[src/rtl/result_memory_bank.sv]
// result_memory_bank
//   Result store for the convolution datapath. Each of NUM_CH compute engines
//   writes OUT_DIM x OUT_DIM output elements into its own bank. A per-bank
//   written mask tracks which elements have arrived. When every bank is full,
//   a sequential engine compares each bank against bank 0, one element per
//   cycle, and then reports whether they all agree.
//
// Ports
//   clk          rising-edge clock
//   rst_memory_n synchronous active-low reset
//   clr          clears masks, flags and the FSM; bank contents are kept
//   wr_valid     per-channel write request
//   wr_ready     shared write ready, high only while idle
//   wr_addr      packed per-channel row-major element addresses
//   wr_data      packed per-channel element data
//   rd_en        read strobe
//   rd_ch        read channel
//   rd_addr      read element address
//   rd_data      registered read data; 0 for an out-of-range channel/address
//   ch_done      per-channel "bank fully written"
//   cmp_busy     compare in progress
//   cmp_done     compare finished; held until clr or reset
//   all_match    valid with cmp_done: every bank equals bank 0
//   mism_addr    first mismatching address (0 if none)
//   ovw_err      sticky: write to an element that was already written
//   addr_err     sticky: write with an address beyond the bank
module result_memory_bank #(
  parameter int DATA_W  = 8,
  parameter int NUM_CH  = 3,
  parameter int OUT_DIM = 2,
  localparam int DEPTH  = OUT_DIM * OUT_DIM,
  localparam int ADDR_W = (DEPTH > 1) ? $clog2(DEPTH) : 1,
  localparam int CH_W   = (NUM_CH > 1) ? $clog2(NUM_CH) : 1
) (
  input  logic                     clk,
  input  logic                     rst_memory_n,
  input  logic                     clr,
  input  logic [NUM_CH-1:0]        wr_valid,
  output logic                     wr_ready,
  input  logic [NUM_CH*ADDR_W-1:0] wr_addr,
  input  logic [NUM_CH*DATA_W-1:0] wr_data,
  input  logic                     rd_en,
  input  logic [CH_W-1:0]          rd_ch,
  input  logic [ADDR_W-1:0]        rd_addr,
  output logic [DATA_W-1:0]        rd_data,
  output logic [NUM_CH-1:0]        ch_done,
  output logic                     cmp_busy,
  output logic                     cmp_done,
  output logic                     all_match,
  output logic [ADDR_W-1:0]        mism_addr,
  output logic                     ovw_err,
  output logic                     addr_err
);

  typedef enum logic [1:0] {
    S_IDLE    = 2'd0,
    S_COMPARE = 2'd1,
    S_DONE    = 2'd2
  } state_t;

  state_t              state;
  logic [DATA_W-1:0]   mem  [NUM_CH][DEPTH];
  logic [DEPTH-1:0]    mask [NUM_CH];
  logic [ADDR_W-1:0]   idx;
  logic                mismatch;

  logic [ADDR_W-1:0]   wa [NUM_CH];
  logic [DATA_W-1:0]   wd [NUM_CH];
  logic [NUM_CH-1:0]   wr_hit;
  logic [NUM_CH-1:0]   wr_bad;
  logic [NUM_CH-1:0]   wr_ovw;
  logic [DATA_W-1:0]   rd_mux;
  logic                cmp_miss;

  assign wr_ready = (state == S_IDLE);

  always_comb begin
    for (int unsigned c = 0; c < NUM_CH; c++) begin
      ch_done[c] = &mask[c];
    end
  end

  // Write decode. Banks are indexed through a loop compare so an address
  // beyond DEPTH never forms an out-of-range array index.
  always_comb begin
    wr_hit = '0;
    wr_bad = '0;
    wr_ovw = '0;
    for (int unsigned c = 0; c < NUM_CH; c++) begin
      wa[c] = wr_addr[c*ADDR_W +: ADDR_W];
      wd[c] = wr_data[c*DATA_W +: DATA_W];
      if (wr_valid[c] && wr_ready) begin
        if (int'(wa[c]) < DEPTH) begin
          wr_hit[c] = 1'b1;
        end else begin
          wr_bad[c] = 1'b1;
        end
      end
      for (int unsigned a = 0; a < DEPTH; a++) begin
        if (wr_hit[c] && wa[c] == ADDR_W'(a) && mask[c][a]) begin
          wr_ovw[c] = 1'b1;
        end
      end
    end
  end

  always_comb begin
    rd_mux = '0;
    for (int unsigned c = 0; c < NUM_CH; c++) begin
      for (int unsigned a = 0; a < DEPTH; a++) begin
        if (rd_ch == CH_W'(c) && rd_addr == ADDR_W'(a)) begin
          rd_mux = mem[c][a];
        end
      end
    end
  end

  always_comb begin
    cmp_miss = 1'b0;
    for (int unsigned c = 1; c < NUM_CH; c++) begin
      if (mem[c][idx] != mem[0][idx]) begin
        cmp_miss = 1'b1;
      end
    end
  end

  always_ff @(posedge clk) begin
    if (!rst_memory_n) begin
      state     <= S_IDLE;
      idx       <= '0;
      mismatch  <= 1'b0;
      mism_addr <= '0;
      cmp_busy  <= 1'b0;
      cmp_done  <= 1'b0;
      all_match <= 1'b0;
      ovw_err   <= 1'b0;
      addr_err  <= 1'b0;
      rd_data   <= '0;
      for (int unsigned c = 0; c < NUM_CH; c++) begin
        mask[c] <= '0;
        for (int unsigned a = 0; a < DEPTH; a++) begin
          mem[c][a] <= '0;
        end
      end
    end else begin
      if (rd_en) begin
        rd_data <= rd_mux;
      end
      if (clr) begin
        // clr wins over any same-cycle write; bank contents are kept.
        state     <= S_IDLE;
        idx       <= '0;
        mismatch  <= 1'b0;
        mism_addr <= '0;
        cmp_busy  <= 1'b0;
        cmp_done  <= 1'b0;
        all_match <= 1'b0;
        ovw_err   <= 1'b0;
        addr_err  <= 1'b0;
        for (int unsigned c = 0; c < NUM_CH; c++) begin
          mask[c] <= '0;
        end
      end else begin
        for (int unsigned c = 0; c < NUM_CH; c++) begin
          for (int unsigned a = 0; a < DEPTH; a++) begin
            if (wr_hit[c] && wa[c] == ADDR_W'(a)) begin
              mem[c][a]  <= wd[c];
              mask[c][a] <= 1'b1;
            end
          end
        end
        if (|wr_ovw) ovw_err  <= 1'b1;
        if (|wr_bad) addr_err <= 1'b1;

        case (state)
          S_IDLE: begin
            if (&ch_done) begin
              state     <= S_COMPARE;
              idx       <= '0;
              mismatch  <= 1'b0;
              mism_addr <= '0;
              cmp_busy  <= 1'b1;
            end
          end
          S_COMPARE: begin
            if (cmp_miss && !mismatch) begin
              mismatch  <= 1'b1;
              mism_addr <= idx;
            end
            if (idx == ADDR_W'(DEPTH - 1)) begin
              state     <= S_DONE;
              cmp_busy  <= 1'b0;
              cmp_done  <= 1'b1;
              all_match <= ~(mismatch | cmp_miss);
            end else begin
              idx <= idx + 1'b1;
            end
          end
          S_DONE: begin
            state <= S_DONE;
          end
          default: begin
            state <= S_IDLE;
          end
        endcase
      end
    end
  end

endmodule

[config.mk]
export PLATFORM = sky130hd
export DESIGN_NAME = result_memory_bank
export DESIGN_NICKNAME = d
export VERILOG_FILES = /design/src/rtl/result_memory_bank.sv
export SDC_FILE = /design/constraint.sdc
export NUM_CORES = 1
export LEC_CHECK = 0
export BUFFER_PORTS_ARGS = -buffer_cell sky130_fd_sc_hd__buf_2
export CELL_PAD_IN_SITES_DETAIL_PLACEMENT = 1
export CELL_PAD_IN_SITES_GLOBAL_PLACEMENT = 1
export CORE_MARGIN = 4
export CORE_UTILIZATION = 25
export DETAILED_ROUTE_END_ITERATION = 10
export MAX_ROUTING_LAYER = met4
export PLACE_DENSITY = 0.46
export SLEW_MARGIN = 20
export SYNTH_ARGS = -nofsm -noshare
export SYNTH_HDL_FRONTEND = slang
export SYNTH_SLANG_ARGS = --single-unit
[constraint.sdc]
create_clock -name clk -period 2.82 [get_ports clk]
set_clock_uncertainty 0.1 [all_clocks]
set_input_delay 0.282 -clock clk [delete_from_list [all_inputs] [get_ports clk]]
set_output_delay 0.282 -clock clk [all_outputs]
set_load 0.01 [all_outputs]
Word-level counts from Yosys, hierarchy flattened
Memories as Yosys holds them, arrays and structs flattened.
Cells that the tools add are included.
{"block": "word_totals", "regBits": 19, "ram_bits": 108, "inputBits": 41, "output_inout_bits": 19, "n_memories": 2}
{"name": "mem", "depth": 3, "word_bits": 32, "rd": 3, "rd_ports_with_merged_regs": 0, "wr": 3, "line": "62", "source": "logic [DATA_W-1:0] mem [NUM_CH][DEPTH];"}
{"name": "mask", "depth": 3, "word_bits": 4, "rd": 3, "rd_ports_with_merged_regs": 0, "wr": 3, "line": "63", "source": "logic [DEPTH-1:0] mask [NUM_CH];"}
{"block": "op_classes", "n_addsub": 1, "magnitude_cmp": 1, "eq_ne": 23, "muxes": 131, "n_bitwise": 31, "n_reduce_logical": 59}
{"operator": "$mux W8", "count": 30}
{"operator": "$mux W1", "count": 85}
{"operator": "$bmux W8 S2", "count": 3}
{"operator": "$logic_and A1 B1 Y1", "count": 40}
{"operator": "$or A1 B1 Y1", "count": 28}
{"operator": "$eq A2 B2 Y1 const B", "count": 11}
{"operator": "$ne A8 B8 Y1", "count": 2}
{"operator": "$eq A2 B1 Y1 const B", "count": 6}
{"operator": "$logic_not A2 Y1", "count": 6}
{"operator": "$mux W4", "count": 3}
{"operator": "$reduce_and A12 Y1", "count": 1}
{"operator": "$reduce_and A4 Y1", "count": 3}
{"operator": "$mux W2", "count": 5}
{"operator": "$reduce_and A3 Y1", "count": 3}
{"operator": "$pmux W2 S2", "count": 2}
{"operator": "$ne A2 B2 Y1 const B", "count": 3}
{"operator": "$pmux W2 S3", "count": 1}
{"operator": "$pmux W1 S2", "count": 2}
{"operator": "$reduce_and A2 Y1", "count": 2}
{"operator": "$ge A3 B3 Y1 const B", "count": 1}
{"operator": "$not A2 Y3", "count": 1}
{"operator": "$reduce_or A3 Y1", "count": 1}
{"operator": "$add A2 B1 Y2 const B", "count": 1}
{"operator": "$ne A2 B1 Y1 const B", "count": 1}
{"operator": "4 further kinds", "count": 5}

Depth between registers and ports, before layout
Gate-level depths: netlist of run 1.
{"block": "depth", "depth_word": 14, "depth_mapped": 9}

Least setup slack after synthesis of run 1
OpenSTA, ideal clock, no wires.
{"block": "synth_timing", "kind": "reg2reg", "from": "reg idx[0]", "to": "reg all_match", "setup_ns": 0.070, "arrival_time_ns": 2.357, "t_required_ns": 2.650, "slack_ns": 0.293, "stages_incl_launch_ff": 9, "path_buffers": 2, "synth_period_minus_slack_ns": 2.527, "cell_sequence": "dfxtp_1 -> buf_6 -> buf_12 -> mux4_2 -> nor3_2 -> o22ai_1 -> or4_4 -> or3_1 -> a21oi_1"}
{"block": "synth_between", "elab_chain_len": 9, "elab_cells_between_ends": 18, "cone_classes": "eq/ne: 3; mux: 11; bitwise: 3; reduce/logical: 1"}
{"element": "start: declaration", "line": "64", "source": "logic [ADDR_W-1:0] idx;"}
{"element": "start signal: assignment", "line": "196", "source": "idx <= idx + 1'b1;"}
{"element": "$not A2 Y3 (not written as such)", "line": "121", "source": "if (mem[c][idx] != mem[0][idx]) begin"}
{"element": "$bmux W8 S2", "line": "121"}
{"element": "$mux W8 (not written as such) (2 in series)", "line": "121"}
{"element": "$ne A8 B8 Y1", "line": "121"}
{"element": "$mux W1 (2 in series)", "line": "121"}
{"element": "$or A1 B1 Y1", "line": "194", "source": "all_match <= ~(mismatch | cmp_miss);"}
{"element": "$not A1 Y1", "line": "194"}
{"element": "end signal: assignment", "line": "194"}
{"element": "end: declaration", "line": "49", "source": "output logic all_match,"}
Several ways; a longest one is shown, not always the timed one. The select of a mux whose other input is x is not followed.
A chain may end at the register's enable or synchronous reset.

Worst setup path in the final report of run 1
Ends and elaborated chain as after synthesis.

==> results of run 1 <==
[cell families (layout without fill, tap and decap cells)]
family / count (synthesis) / count (layout)
buf+inv: 45 / 140
flops: 127 / 127
mux: 50 / 50
other cells: 1 / 2
fa+ha+maj: 4 / 4
simple gates: 231 / 231
compound gates: 106 / 106
[metal layers]
| layer | global-route usage [%] | up-vias |
|---|---|---|
| li1 | - | 2298 |
| met1 | 20.5 | 2497 |
| met2 | 25.6 | 132 |
| met3 | 2.90 | 22 |
| met4 | 4.99 | 0 |
| met5 | - | - |
[critical path, cell delays in order (launching register included)]
cell	delay, ps
dfxtp_4	400
buf_12	170
mux4_2	540
nor3_1	210
o22ai_1	110
or4_4	600
or3_1	330
a21oi_1	170
[worst max path at each step]
| stage | slack, ps | start | end | depth (start not counted) |
|---|---|---|---|---|
| finish | 100 | idx[0] | all_match | 7 |
| global placement | -20 | idx[0] | all_match | 7 |
| detailed placement | -70 | idx[0] | all_match | 7 |
| global route | 0.6 | idx[0] | all_match | 7 |
| CTS | 10 | idx[0] | all_match | 7 |
| floorplan | 290 | idx[0] | all_match | 8 |
[final cells by class]
class | instances | share of cell area, %
inverter | 15 | 0.683
timing repair buffer | 93 | 7.41
clock buffer | 18 | 5.21
antenna | 1 | 0.0304
multi-input combinational | 392 | 35.4
tap | 335 | 5.09
clock inverter | 14 | 2.60
sequential | 127 | 43.6
[cells in the mapped netlist (2+ instances only)]
master / instances
o21a_1: 6
o21ai_0: 41
and4_1: 4
ha_1: 4
a21oi_1: 23
o221a_2: 2
a22o_1: 2
nor2b_1: 8
nand2_1: 24
nand4_1: 3
or2_2: 7
mux2i_1: 16
nand2b_1: 4
or3_1: 5
nor2_1: 53
mux4_2: 24
mux4_1: 9
clkbuf_1: 20
buf_1: 3
and3_1: 39
dfxtp_1: 22
a31oi_1: 2
o32a_1: 5
o31ai_1: 2
buf_6: 2
nor3_1: 10
edfxtp_1: 105
nand3_1: 5
a22oi_1: 4
buf_2: 3
nor3_2: 2
inv_1: 15
o22ai_1: 13
and2_1: 64
[power by group]
group / switching (mW) / internal [mW] / total, mW / leakage (nW)
logic: 0.250 / 0.165 / 0.415 / 1.67
registers: 0.0617 / 2.12 / 2.18 / 1.28
clock network: 0.866 / 1.57 / 2.43 / 0.298
[placed cells by master, fill, tap and decap left out, types with 4 or more instances in the layout]
master      synthesis  routed
o22ai_1            13      13
a21oi_1            23      23
nand3_1             5       5
bufinv_16           0       5
or2_2               7       7
ha_1                4       4
nand2b_1            4       4
mux2i_1            16      16
o32a_1              5       5
buf_2               3      58
and4_1              4       4
buf_4               1      31
nand2_1            24      24
a22oi_1             4       4
nor2_1             53      53
mux4_1              9       6
o21ai_0            41      41
and2_1             64      64
mux4_2             24      27
edfxtp_1          105     105
nor3_1             10       9
dfxtp_1            22      21
and3_1             39      39
clkinvlp_4          0       4
nor2b_1             8       7
inv_1              15      15
o21a_1              6       6
clkbuf_16           0      17
or3_1               5       5
[state kept, by name, indices dropped and copies added (netlist names)]
signal / count
ovw_err: 1
mem: 96
cmp_done: 1
state: 2
mism_addr: 2
mask: 12
idx: 2
cmp_busy: 1
mismatch: 1
all_match: 1
rd_data: 8
[repair_timing]
action	4_1_cts	5_1_grt
buffers inserted	1	0
gates resized for setup	3	4
gates cloned	1	0
hold buffers	0	0
pin swaps	1	0
hold endpoints to repair	0	0
setup endpoints to repair	2	2
[metrics by stage]
| step | cell area (sq um) | setup WS (ps) | hold slack (ps) | utilization, % |
|---|---|---|---|---|
| finish | 8240 | 101 | 76.1 | 31.5 |
| global route | 8240 | 0.559 | 73.8 | 31.5 |
| CTS | 8250 | 13.2 | 57.9 | 31.5 |
| detailed placement | 7560 | -67.4 | 371 | 28.9 |
| global placement | 7560 | -23.6 | 353 | 28.9 |
| floorplan | 6710 | 293 | 351 | - |
==> out/metrics.yaml, run 1 <==
critical_path:
  reg2regPathDepth: 7
  cp-end-kind: "flop"
  r2r-end: "all_match"
  worst-setup-path-type: "flop to flop"
  required_ps: 3060
  startpoint_type: "flop"
  arrival_ps: 2960
  r2r-start: "idx[0]"
  reg2reg_slack_ps: 100
  path_max_fanout: 12
sta:
  worst_slew_pin_slew_ps: 680
  fin_setup_tns_ps: 0
  slew_viol_final: 0
  slew_headroom_pct: 54.7
  rsz0062_at_grt: "false"
  min_period_over_period_pct: 96.4
  hold_viol: 0
  setup-violations-final: 0
  fin_crit_ps: 2720
  clock.fmax_mhz: 368
synthesis:
  syn_area_per_cell_sq_um: 11.9
  seq_area_frac_synth_pct: 53.5
  ys_ff_latch: 127
  synth_largest_area_cell: "edfxtp_1"
  synth-xor-area-share_pct: 0
  synth_compound_area_share_pct: 9.68
  synth_cells: 564
  synth_edf_count: 105
  yosys.area_share.simple_pct: 18.8
  synthAdderAreaFrac_pct: 0.746
  synth_warnings: 0
  synth_area_sq_um: 6710
  ys.flop_type: "edfxtp_1"
  ys_top_cells_by_area: "edfxtp_1 47%, mux4_2 8.1%, dfxtp_1 6.6%"
  yosys.area.top_type_share_pct: 47.0
  synth_top_family_by_area: "simple AND/OR/NAND/NOR gates"
  async_reset_ff_share_pct: 0
  syn_nets: 609
  muxShareOfSynthArea_pct: 14.1
  synth_cell_type_count: 47
route:
  dr.pass1.iters: 5
  m1WireLength_um: 10200
  drc: 0
  met2_length_um: 10500
  via_count: 4949
  drtIter0Drc: 265
  postRouteAntennaNets: 0
  vias_per_cell: 4.97
  wl_met3_um: 869
  wl_per_cell_um: 22.1
  dr.max_layer_used: "met4"
  routed_wl_um: 22000
global_routing:
  grt_max_degree: 53
  grt_use_total_pct: 15.9
  antenna_found_initial: 2
  first_global_vias: 5356
  grt_pass1_wl_um: 33800
  grt-ovfl-total: 0
clock_network:
  root_buffer: "clkbuf_16"
  clk_path_buf_depth: 2
  cts_tree: "built"
  clk-insertion-delay-late_ps: 420
  cts_buffers: 17
  htreeDepth: 4
  cts.clk_slew.worst_paths_ps: 60
  cts.sinks: 127
floorplan:
  start_util_pct: 25.6
  die-area_sq_um: 29500
  die_y_um: 172
  num_io_pins: 60
  die_x_um: 172
  rows: 59
  coreArea_sq_um: 26200
power_and_ir_drop:
  power_density_nw_per_um2: 611
  total_power_mw: 5.03
  leakagePower_nw: 3.25
  irDropWorstVdd_mv: 0.290
status:
  status: "completed"
cells_and_area:
  syn_to_final_growth_pct: 22.8
  multi_input_comb_area_sq_um: 2910
  stdcell_count: 995
  fin_nets: 691
  seqCellArea_sq_um: 3600
  fill_cells: 2830
  layout-drive-gt1-share_pct: 25.5
flow_run:
  max_cap_violations: 0
hold_path:
  hold_path_end: "mem[0][20]"
  whs_path_depth: 2
  hold_path.class: "primary input to flop"
  min_from: "wr_data[4]"
place:
  gp_congestion: 0.827
  io_buffer_count: 58
  dp.cells: 960
  place_hpwl_um: 16200
(Power assumes the default switching activity.)
==> inputs of run 2 (changes only) <==
--- a/config.mk
+++ b/config.mk
@@ -9,10 +9,10 @@
 export CELL_PAD_IN_SITES_DETAIL_PLACEMENT = 1
 export CELL_PAD_IN_SITES_GLOBAL_PLACEMENT = 1
 export CORE_MARGIN = 4
-export CORE_UTILIZATION = 25
+export CORE_UTILIZATION = 45
 export DETAILED_ROUTE_END_ITERATION = 10
 export MAX_ROUTING_LAYER = met4
-export PLACE_DENSITY = 0.46
+export PLACE_DENSITY = 0.74
 export SLEW_MARGIN = 20
 export SYNTH_ARGS = -nofsm -noshare
 export SYNTH_HDL_FRONTEND = slang
==> run 2 against run 1 <==
  * The flow now finishes with violations (negative setup slack)
  * Sequential cell count unchanged
  * Clock-buffer cell count grew 2
  * Combinational power about the same
  * Maximum frequency decreased by 3.8%
  * Clock power shrank 9.1%
  * Via count is 4.5% higher
  * Design area decreased by 2.7%
  * Cell count down 15%
  * Global-route usage grew 10 points
  * Die area down 43%
  * Wire length fell by 5.7%
  * Critical path type unchanged
  * Critical endpoint unchanged
  * Largest cell class unchanged
  * Largest power group unchanged
==> out/metrics.yaml, run 2 (synthesis gave the netlist of run 1 again) <==
clock_network:
  htreeDepth: 4  # unchanged
  cts.sinks: 127  # unchanged
  cts_tree: "built"
  cts_buffers: 17  # unchanged
  root_buffer: "clkbuf_16"
  clk_path_buf_depth: 2  # unchanged
  cts.clk_slew.worst_paths_ps: 60  # about the same
  clk-insertion-delay-late_ps: 430  # about the same
floorplan:
  die-area_sq_um: 16900  # -43%
  rows: 44  # -25%
  die_x_um: 130  # -24%
  num_io_pins: 60  # unchanged
  coreArea_sq_um: 14600  # -44%
  die_y_um: 130  # -24%
  start_util_pct: 46.0  # +20 points
sta:
  hold-worst-slack_ps: 69.5  # -6.58 ps
  fin_crit_ps: 2830  # +109 ps
  setup-violations-final: 1  # +1
  hold_viol: 0  # unchanged
  min_period_over_period_pct: 100  # +3.9 points
  worst_slew_pin_slew_ps: 670  # -9.41 ps
  setup_slack_ps: -7.61  # -109 ps
  slew_headroom_pct: 55.3  # +0.63 points
  clock.fmax_mhz: 354  # -3.8%
  fin_setup_tns_ps: -7.61  # -7.61 ps
  slew_viol_final: 0  # unchanged
  rsz0062_at_grt: "true"
global_routing:
  grt_pass1_wl_um: 31700  # -6.2%
  grt-ovfl-total: 0  # unchanged
  grt_use_total_pct: 26.4  # +10 points
  grt_max_degree: 30  # -43%
  antenna_found_initial: 0  # -2
  first_global_vias: 5535  # +3.3%
cells_and_area:
  syn_to_final_growth_pct: 19.5
  layout-drive-gt1-share_pct: 26.2  # +0.68 points
  stdcell_count: 845  # -15%
  layout_common_cells: "105 x edfxtp_1, 64 x and2_1, 58 x buf_2, 53 x nor2_1, 41 x o21ai_0"
  seqCellArea_sq_um: 3600  # unchanged
  regMostFlops: "mem"
  reg_top3: "mem x96, mask x12, rd_data x8"
  design_area_sq_um: 8020  # -2.7%
  antenna_cells: 0  # -1
  fin_nets: 693  # +0.29%
  multi_input_comb_area_sq_um: 2930  # +0.69%
  largest_register_ffs: 96  # unchanged
  final_common_cell: "edfxtp_1"
  fill_cells: 1505  # -47%
place:
  placedInstanceArea_sq_um: 7370  # -2.6%
  io_buffer_count: 58  # unchanged
  gp_congestion: 0.911  # +10%
  place_hpwl_um: 14500  # -10%
  dp.cells: 810  # -16%
critical_path:
  cpPeakStageDelay_ps: 580  # -20 ps
  path_buf_inv: 2  # +1
  path_max_fanout: 7  # -5
  required_ps: 3080  # +20 ps
  worst-setup-path-type: "flop to flop"
  arrival_ps: 3090  # +130 ps
  cp_common_cell: "buf_12"
  reg2regPathDepth: 8  # +1
  startpoint_type: "flop"
  cp-end-kind: "flop"
  critical_path.top_delay_family: "simple AND/OR/NAND/NOR gates"
  cp.depth: 8  # +1
  slowest_stage: "or4_4"
  cp_cell_sequence: "buf_12 > buf_12 > mux4_2 > nor3_2 > o22ai_2 > or4_4 > or3_4 > a21oi_2"
power_and_ir_drop:
  p_sw_share_pct: 23.8  # +0.40 points
  leakagePower_nw: 3.26  # +0.14%
  power_frac_clock_pct: 46.0  # -2.4 points
  irDropWorstVdd_mv: 0.401  # +38%
  total_power_mw: 4.81  # -4.4%
  pwr-share-seq_pct: 45.4  # +2.0 points
  p_comb_share_pct: 8.6  # +0.4 points
  switching_power_mw: 1.14  # -2.8%
  p_int_mw: 3.67  # -4.9%
  power_density_nw_per_um2: 600  # -1.8%
route:
  drtIter0Drc: 406  # +53%
  via_count: 5172  # +4.5%
  routed_wl_um: 20700  # -5.7%
  drc: 0  # unchanged
  dr.pass1.iters: 6  # +1
  postRouteAntennaNets: 0  # unchanged
  vias_per_cell: 6.12  # +23%
  wl_per_cell_um: 24.5  # +11%
hold_path:
  hold_path.class: "primary input to flop"
  whs_path_depth: 2  # unchanged
status:
  status: "complete, but fails checks"
  violations: "negative setup slack"
flow_run:
  max_cap_violations: 0  # unchanged
-- run 2: changes by cell type in the layout (fill, tap and decap cells not counted), moves of 2 or more --
| cell | previous run | this run |
|---|---|---|
| clkinv_2 | 0 | 5 |
| clkinvlp_4 | 4 | 2 |
| bufinv_16 | 5 | 3 |
| clkbuf_1 | 1 | 3 |
| buf_4 | 31 | 33 |
-- run 2: layout make-up --
class | instances | share of cell area [%]
tap | 184 | 2.87
clock buffer | 20 | 5.44
timing repair buffer | 95 | 7.80
inverter | 15 | 0.702
multi-input combinational | 392 | 36.6
sequential | 127 | 44.8
clock inverter | 12 | 1.78
-- run 2: what timing repair did --
| item | in CTS | in global routing |
|---|---|---|
| pin swaps | 0 | 2 |
| gates resized for setup | 3 | 11 |
| buffers inserted | 0 | 2 |
| endpoints found under the setup margin | 1 | 2 |
| cloned | 1 | 0 |
| hold buffers | 0 | 0 |
-- run 2: layer usage --
| layer | GRT usage (%) | vias to the layer above | share of wire, % |
|---|---|---|---|
| li1 | - | 2311 | - |
| met3 | 6.26 | 55 | 7.2 |
| met4 | 12.2 | 0 | 4.1 |
| met1 | 32.0 | 2578 | 41 |
| met2 | 42.0 | 228 | 48 |
| met5 | - | - | 0 |
-- run 2: power groups by stage --
stage,sequential [mW],clock [mW],combinational (mW)
after CTS,2.18,2.24,0.410
after global routing,2.19,2.32,0.451
final,2.18,2.21,0.415
after detailed placement,2.22,0,0.406
after floorplan,2.19,0,0.228
after global placement,2.22,0,0.390
-- run 2: through the flow --
step / utilization [%] / worst slack, ps
2_1_floorplan: - / 293
3_3_place_gp: 50.5 / 82.6
3_5_place_dp: 50.5 / 8.55
4_1_cts: 54.7 / 41.9
5_1_grt: 55.0 / -46.1
6_report: 55.0 / -7.61
-- run 2: path summary, 6_finish.rpt --
kind         slack [ps]         end        from
min reg2reg         390    cmp_done    cmp_done
min                  70  mem[0][48]  wr_data[8]
max reg2reg          -8   all_match      idx[0]
max                  -8   all_match      idx[0]
